`config.mk`:
```
export PLATFORM = sky130hd
export DESIGN_NAME = rbs4_pipe
export DESIGN_NICKNAME = d
export VERILOG_FILES = /design/src/rtl/rbs_pkg.sv /design/src/rtl/rbs_stage.sv /design/src/rtl/rbs4_pipe.sv
export SDC_FILE = /design/constraint.sdc
export NUM_CORES = 1
export LEC_CHECK = 0
export BUFFER_PORTS_ARGS = -buffer_cell sky130_fd_sc_hd__buf_4
export CELL_PAD_IN_SITES_DETAIL_PLACEMENT = 1
export CELL_PAD_IN_SITES_GLOBAL_PLACEMENT = 1
export CORE_ASPECT_RATIO = 1.2
export CORE_MARGIN = 2
export CORE_UTILIZATION = 35
export DETAILED_ROUTE_END_ITERATION = 10
export GPL_TIMING_DRIVEN = 1
export PLACE_DENSITY_LB_ADDON = 0.1
export SLEW_MARGIN = 20
export SYNTH_ARGS = -nofsm -noshare
export SYNTH_HDL_FRONTEND = slang
export SYNTH_SLANG_ARGS = --single-unit
```
`constraint.sdc`:
```
create_clock -name clk -period 1 [get_ports clk]
set_input_delay 0 -clock clk [delete_from_list [all_inputs] [get_ports clk]]
set_output_delay 0 -clock clk [all_outputs]
set_load 0.005 [all_outputs]
```
`src/rtl/rbs_pkg.sv`:
```
// rbs_pkg: shared types and helpers for the pipelined ripple-borrow subtractor.
//
// Contents:
//   RBS_WIDTH     - default operand width, which is also the pipeline depth
//   rbs_word_t    - one operand or result word
//   rbs_payload_t - the record carried from one bit-slice stage to the next
//   rbs_sub_bit   - one-bit full subtractor, returns {borrow_out, diff}

package rbs_pkg;

  localparam int RBS_WIDTH = 4;

  typedef logic [RBS_WIDTH-1:0] rbs_word_t;

  // Operand words travel down the pipe whole. Each stage only reads its own
  // bit of x/y and only writes its own bit of d. The stale low operand bits
  // and the not-yet-computed high difference bits have no loads, so they
  // fall away after synthesis. What remains is the skew/deskew triangle.
  typedef struct packed {
    rbs_word_t x;
    rbs_word_t y;
    rbs_word_t d;
    logic      borrow;
    logic      x_msb;
    logic      y_msb;
    logic      valid;
  } rbs_payload_t;

  function automatic logic [1:0] rbs_sub_bit(input logic x, input logic y, input logic b);
    return {(~x & y) | (~(x ^ y) & b), x ^ y ^ b};
  endfunction

endpackage

```
`src/rtl/rbs_stage.sv`:
```
// rbs_stage: one bit-slice of the ripple-borrow subtractor plus its payload
// register.
//
// Parameters:
//   K      - bit position this slice computes
// Ports:
//   clk    - rising-edge clock
//   rst    - synchronous active-high reset, clears the whole payload
//   en     - pipeline advance; the register holds when low
//   pay_i  - payload from the previous stage (or the operand source)
//   pay_o  - registered payload with d[K] and the outgoing borrow filled in

module rbs_stage
  import rbs_pkg::*;
#(
  parameter int K = 0
) (
  input  logic         clk,
  input  logic         rst,
  input  logic         en,
  input  rbs_payload_t pay_i,
  output rbs_payload_t pay_o
);

  logic [1:0]   sub_bits;
  rbs_payload_t pay_d;
  rbs_payload_t pay_q;

  // Subtract bit K using the borrow registered by the previous slice.
  // Everything else passes through unchanged. d[K] arrives as zero from
  // upstream, so OR-ing the new bit in is enough to place it.
  always_comb begin
    sub_bits     = rbs_sub_bit(pay_i.x[K], pay_i.y[K], pay_i.borrow);
    pay_d        = pay_i;
    pay_d.d      = pay_i.d | (rbs_word_t'(sub_bits[0]) << K);
    pay_d.borrow = sub_bits[1];
  end

  // Payload register. Reset clears valid together with the data, so any
  // beat in flight is discarded. When en is low, the register keeps its
  // contents and passes nothing down the pipe.
  always_ff @(posedge clk) begin
    if (rst) begin
      pay_q <= '0;
    end else if (en) begin
      pay_q <= pay_d;
    end
  end

  assign pay_o = pay_q;

endmodule

```
`src/rtl/rbs4_pipe.sv`:
```
// rbs4_pipe: pipelined ripple-borrow subtractor, D = X - Y - Bi.
// It has one bit-slice per stage, with the borrow registered between
// slices. Latency and depth both equal WIDTH. A valid/ready handshake on
// both sides lets a downstream consumer stall the pipe.
//
// Ports:
//   clk, rst             - clock, synchronous active-high reset
//   in_valid / in_ready  - operand beat handshake
//   X, Y, Bi             - minuend, subtrahend, borrow-in
//   out_valid / out_ready- result beat handshake
//   D, Bo, Ov            - difference mod 2^WIDTH, borrow-out, signed overflow

module rbs4_pipe
  import rbs_pkg::*;
#(
  parameter int WIDTH = RBS_WIDTH
) (
  input  logic             clk,
  input  logic             rst,
  input  logic             in_valid,
  output logic             in_ready,
  input  logic [WIDTH-1:0] X,
  input  logic [WIDTH-1:0] Y,
  input  logic             Bi,
  output logic             out_valid,
  input  logic             out_ready,
  output logic [WIDTH-1:0] D,
  output logic             Bo,
  output logic             Ov
);

  logic         adv;
  logic         unused_skew;
  rbs_payload_t stage_in;
  rbs_payload_t pay [WIDTH];

  // The whole pipe moves in lockstep. It shifts whenever the output slot
  // is empty or is being drained. Bubbles inside the pipe are not squeezed
  // out during a stall. in_ready therefore depends only on the output side.
  always_comb begin
    adv      = out_ready | ~out_valid;
    in_ready = adv;
  end

  // Build the payload for stage 0. When no beat is offered, an all-zero
  // bubble enters instead. A bubble's D/Bo/Ov read as zero when it reaches
  // the output.
  always_comb begin
    stage_in = '0;
    if (in_valid) begin
      stage_in.x      = X;
      stage_in.y      = Y;
      stage_in.borrow = Bi;
      stage_in.x_msb  = X[WIDTH-1];
      stage_in.y_msb  = Y[WIDTH-1];
      stage_in.valid  = 1'b1;
    end
  end

  for (genvar k = 0; k < WIDTH; k++) begin : g_stage
    if (k == 0) begin : g_first
      rbs_stage #(.K(k)) u_stage (
        .clk   (clk),
        .rst   (rst),
        .en    (adv),
        .pay_i (stage_in),
        .pay_o (pay[k])
      );
    end else begin : g_rest
      rbs_stage #(.K(k)) u_stage (
        .clk   (clk),
        .rst   (rst),
        .en    (adv),
        .pay_i (pay[k-1]),
        .pay_o (pay[k])
      );
    end
  end

  // Drive the outputs from the last stage. Overflow happens when the
  // operand signs differ and the result sign differs from the minuend sign.
  always_comb begin
    out_valid = pay[WIDTH-1].valid;
    D         = pay[WIDTH-1].d;
    Bo        = pay[WIDTH-1].borrow;
    Ov        = (pay[WIDTH-1].x_msb ^ pay[WIDTH-1].y_msb)
              & (pay[WIDTH-1].x_msb ^ pay[WIDTH-1].d[WIDTH-1]);
  end

  assign unused_skew = ^{pay[WIDTH-1].x, pay[WIDTH-1].y};

endmodule

```
==> results.toml <==
[critical_path]
r2r-end = "g_stage[1].g_rest.u_stage.pay_o[4]"
cp-start-kind = "flop"
crit_type = "reg -> reg"
rrSetupSlack_ns = -0.16
r2r_start = "g_stage[3].g_rest.u_stage.pay_o[0]"
crit_path_end_kind = "flop"
critPathMaxFanout = 4
arrival_ns = 1.31
cp.required_ns = 1.15
reg2reg_depth = 6

[power_and_ir_drop]
ir_worst_vdd_mv = 0.9098
leakagePower_nw = 0.7877
p_per_area_nw_per_um2 = 1292

[cells_and_area]
fin_nets = 210
drive_gt1_share_pct = 63.92
antenna-diode-count = 0
area_growth_pct = 54.40
design_area_um2 = 2131
num-fill-cells = 439

[global_routing]
grt_remaining_overflow = 0
grt.total_usage_pct = 19.49
grt_pass1_wl_mm = 6.216
grt_max_degree = 33
grt_pass1_vias = 1278
antenna_found_initial = 0

[floorplan]
row_count = 25
core_area_um2 = 3847
dieArea_um2 = 4463
dieWidth_um = 61.32
start_util_pct = 35.87
die_h_um = 72.79
io_pins = 21

[cts]
cts.sinks = 32
cts_made_buffers = 5
cts-root-buf = "clkbuf_8"
clk_path_buf_depth = 2
clk_pin_slew_worst_paths_ns = 0.07
cts_tree = "built"
clkLatencyLatePin_ns = 0.28
htreeDepth = 2

[route]
wl_per_cell_um = 14.94
ant_nets = 0
post_drt_via_cell_ratio = 4.774
dr.pass1.iters = 4
wl_mm = 3.704
vias = 1184
drc_errors = 0
drt_iter0_markers = 12

[timing]
slew_violations = 0
max_slew_margin_pct = 67.53
fmax_ghz = 0.8597
hold_viol = 0
setup_tns_ns = -3.794
rsz0062_at_grt = "yes"
worst_slew_pin_slew_ns = 0.4871
layout_min_cycle_time_ns = 1.163
clock_skew_ns = 0.001025
setup_violations = 32
fin_crit_sh_pct = 116.3
setup_ws_ns = -0.1631

[place]
port_buffers = 20
routabilityCongestion = 0.6661
place_area_um2 = 1549
dpl.hpwl_mm = 1.851

[yosys]
syn_inst = 155
synth.area.top_cells = "dfxtp_1 46%, nand2_1 13%, a21oi_2 9.5%"
synth_top_area_share_pct = 46.42
syn-num-nets = 172
yosys.area.top_type = "dfxtp_1"
syn_area_um2 = 1380
syn_area_per_cell_um2 = 8.904
synthDistinctLibCells = 19
ys_warn_count = 0
ys_ff_latch = 32
synth.yosys.seq_area_share_pct = 46.42

[min_path]
holdPathStages = 3
hp-start = "X[3]"
whs_endpoint = "g_stage[0].g_first.u_stage.pay_o[2]"
hold_class = "in -> reg"

[outcome]
status = "finished, violations left"
violations = "negative setup slack"

[run]
drv_cap = 0
worst max path at each step:
| stage | endpoint | startpoint | depth (start not counted) | slack (ns) |
|---|---|---|---|---|
| 2_1_floorplan | g_stage[3].g_rest.u_stage.pay_o[7] | g_stage[2].g_rest.u_stage.pay_o[3] | 4 | -0.07 |
| 3_3_place_gp | g_stage[1].g_rest.u_stage.pay_o[5] | g_stage[0].g_first.u_stage.pay_o[3] | 4 | -0.10 |
| 3_5_place_dp | g_stage[2].g_rest.u_stage.pay_o[6] | g_stage[1].g_rest.u_stage.pay_o[10] | 4 | -0.15 |
| 4_1_cts | g_stage[2].g_rest.u_stage.pay_o[6] | g_stage[1].g_rest.u_stage.pay_o[10] | 4 | -0.13 |
| 5_1_grt | g_stage[2].g_rest.u_stage.pay_o[6] | g_stage[1].g_rest.u_stage.pay_o[3] | 4 | -0.21 |
| 6_report | g_stage[1].g_rest.u_stage.pay_o[4] | g_stage[3].g_rest.u_stage.pay_o[0] | 6 | -0.16 |
layer usage:
| layer | vias up | global-route usage [%] | wire length, um |
|---|---|---|---|
| met4 | 0 | 7.246 | 79 |
| met1 | 585 | 21.53 | 1369 |
| met2 | 23 | 34.87 | 2142 |
| met5 | - | 0 | 0 |
| met3 | 8 | 4.787 | 112 |
| li1 | 568 | - | - |
where the power goes:
part           leakage, nW  switching (mW)  internal [mW]
combinational        0.471           0.158          0.178
clock               0.0510           0.485          0.549
sequential           0.265          0.0493           1.33
state kept, by name (all words and copies together), names as in the netlist:
register                       cells
g_stage.g_rest.u_stage.pay_o      23
g_stage.g_first.u_stage.pay_o      9
per-stage QoR:
step	std cells	setup WS [ns]	hold WS [ns]	power [mW]	utilization, %
4_1_cts	247	-0.1340	0.002547	2.742	53.43
3_5_place_dp	222	-0.1548	0.2882	1.627	40.26
5_1_grt	248	-0.2130	0.03078	2.892	55.38
2_1_floorplan	155	-0.07291	0.06465	1.540	-
3_3_place_gp	222	-0.1040	0.2879	1.614	40.26
6_report	248	-0.1631	0.01943	2.753	55.38
worst max-delay path, cell delays in order, from the launching register on:
cell and delay [ns]:
dfxtp_2 0.33, nor2b_4 0.18, buf_12 0.15, buf_16 0.17, inv_8 0.06, nand2_2 0.06
a21oi_1 0.06
layout make-up:
type	instances	area (um^2)	area share (%)
Inverter	7	33.78	1.585
Timing Repair inverter	4	58.81	2.760
Multi-Input combinational cell	102	813.3	38.17
Timing Repair Buffer	41	412.9	19.38
Tap cell	54	67.56	3.171
Clock buffer	6	82.58	3.876
Sequential cell	32	651.9	30.59
Clock inverter	2	10.01	0.4698
logic make-up after synthesis:
group                      after synthesis  share of synthesized area (%)
and+or+nand+nor                         66                          20.04
buffers and inverters                   21                          9.882
DFF                                     32                          46.42
adders and majority gates                4                          5.803
AOI/OAI and AO/OA                       32                          17.86
synth_stat cells (all sizes together):
| cell type | number |
|---|---|
| and2 | 2 |
| a211oi | 4 |
| nand3b | 1 |
| dfxtp | 32 |
| buf | 12 |
| clkbuf | 2 |
| fa | 4 |
| nand2 | 49 |
| a21oi | 27 |
| nand3 | 6 |
| o21ai | 1 |
| nand2b | 1 |
| nor2b | 1 |
| nor2 | 6 |
| inv | 7 |
what timing repair did:
item,in CTS,in global routing
buffers inserted,9,2
pin swaps,34,12
resized for setup,62,23
gates cloned,5,0
hold buffers,4,1
hold endpoints to repair,4,1
setup endpoints to repair,33,34
cell usage in the layout, fill, tap and decap left out:
master         count
buf_4             26
nand2_1           25
dfxtp_1           23
a21oi_2           18
nand2_4           13
nand2_2           11
a21oi_1            9
dfxtp_2            9
inv_2              6
clkbuf_8           6
dlygate4sd3_1      5
nand3_2            4
a211oi_2           4
buf_6              4
buf_12             4
inv_8              3
nor2_4             3
and2_1             2
nor2_1             2
fa_1               2
fa_2               2
clkinv_2           2
nor2b_4            1
nand3_4            1
nand3_1            1
nor2_2             1
nand2b_4           1
nand3b_1           1
o21ai_2            1
inv_16             1
inv_12             1
buf_8              1
buf_16             1
No activity file was read; power rests on OpenSTA's default activity.
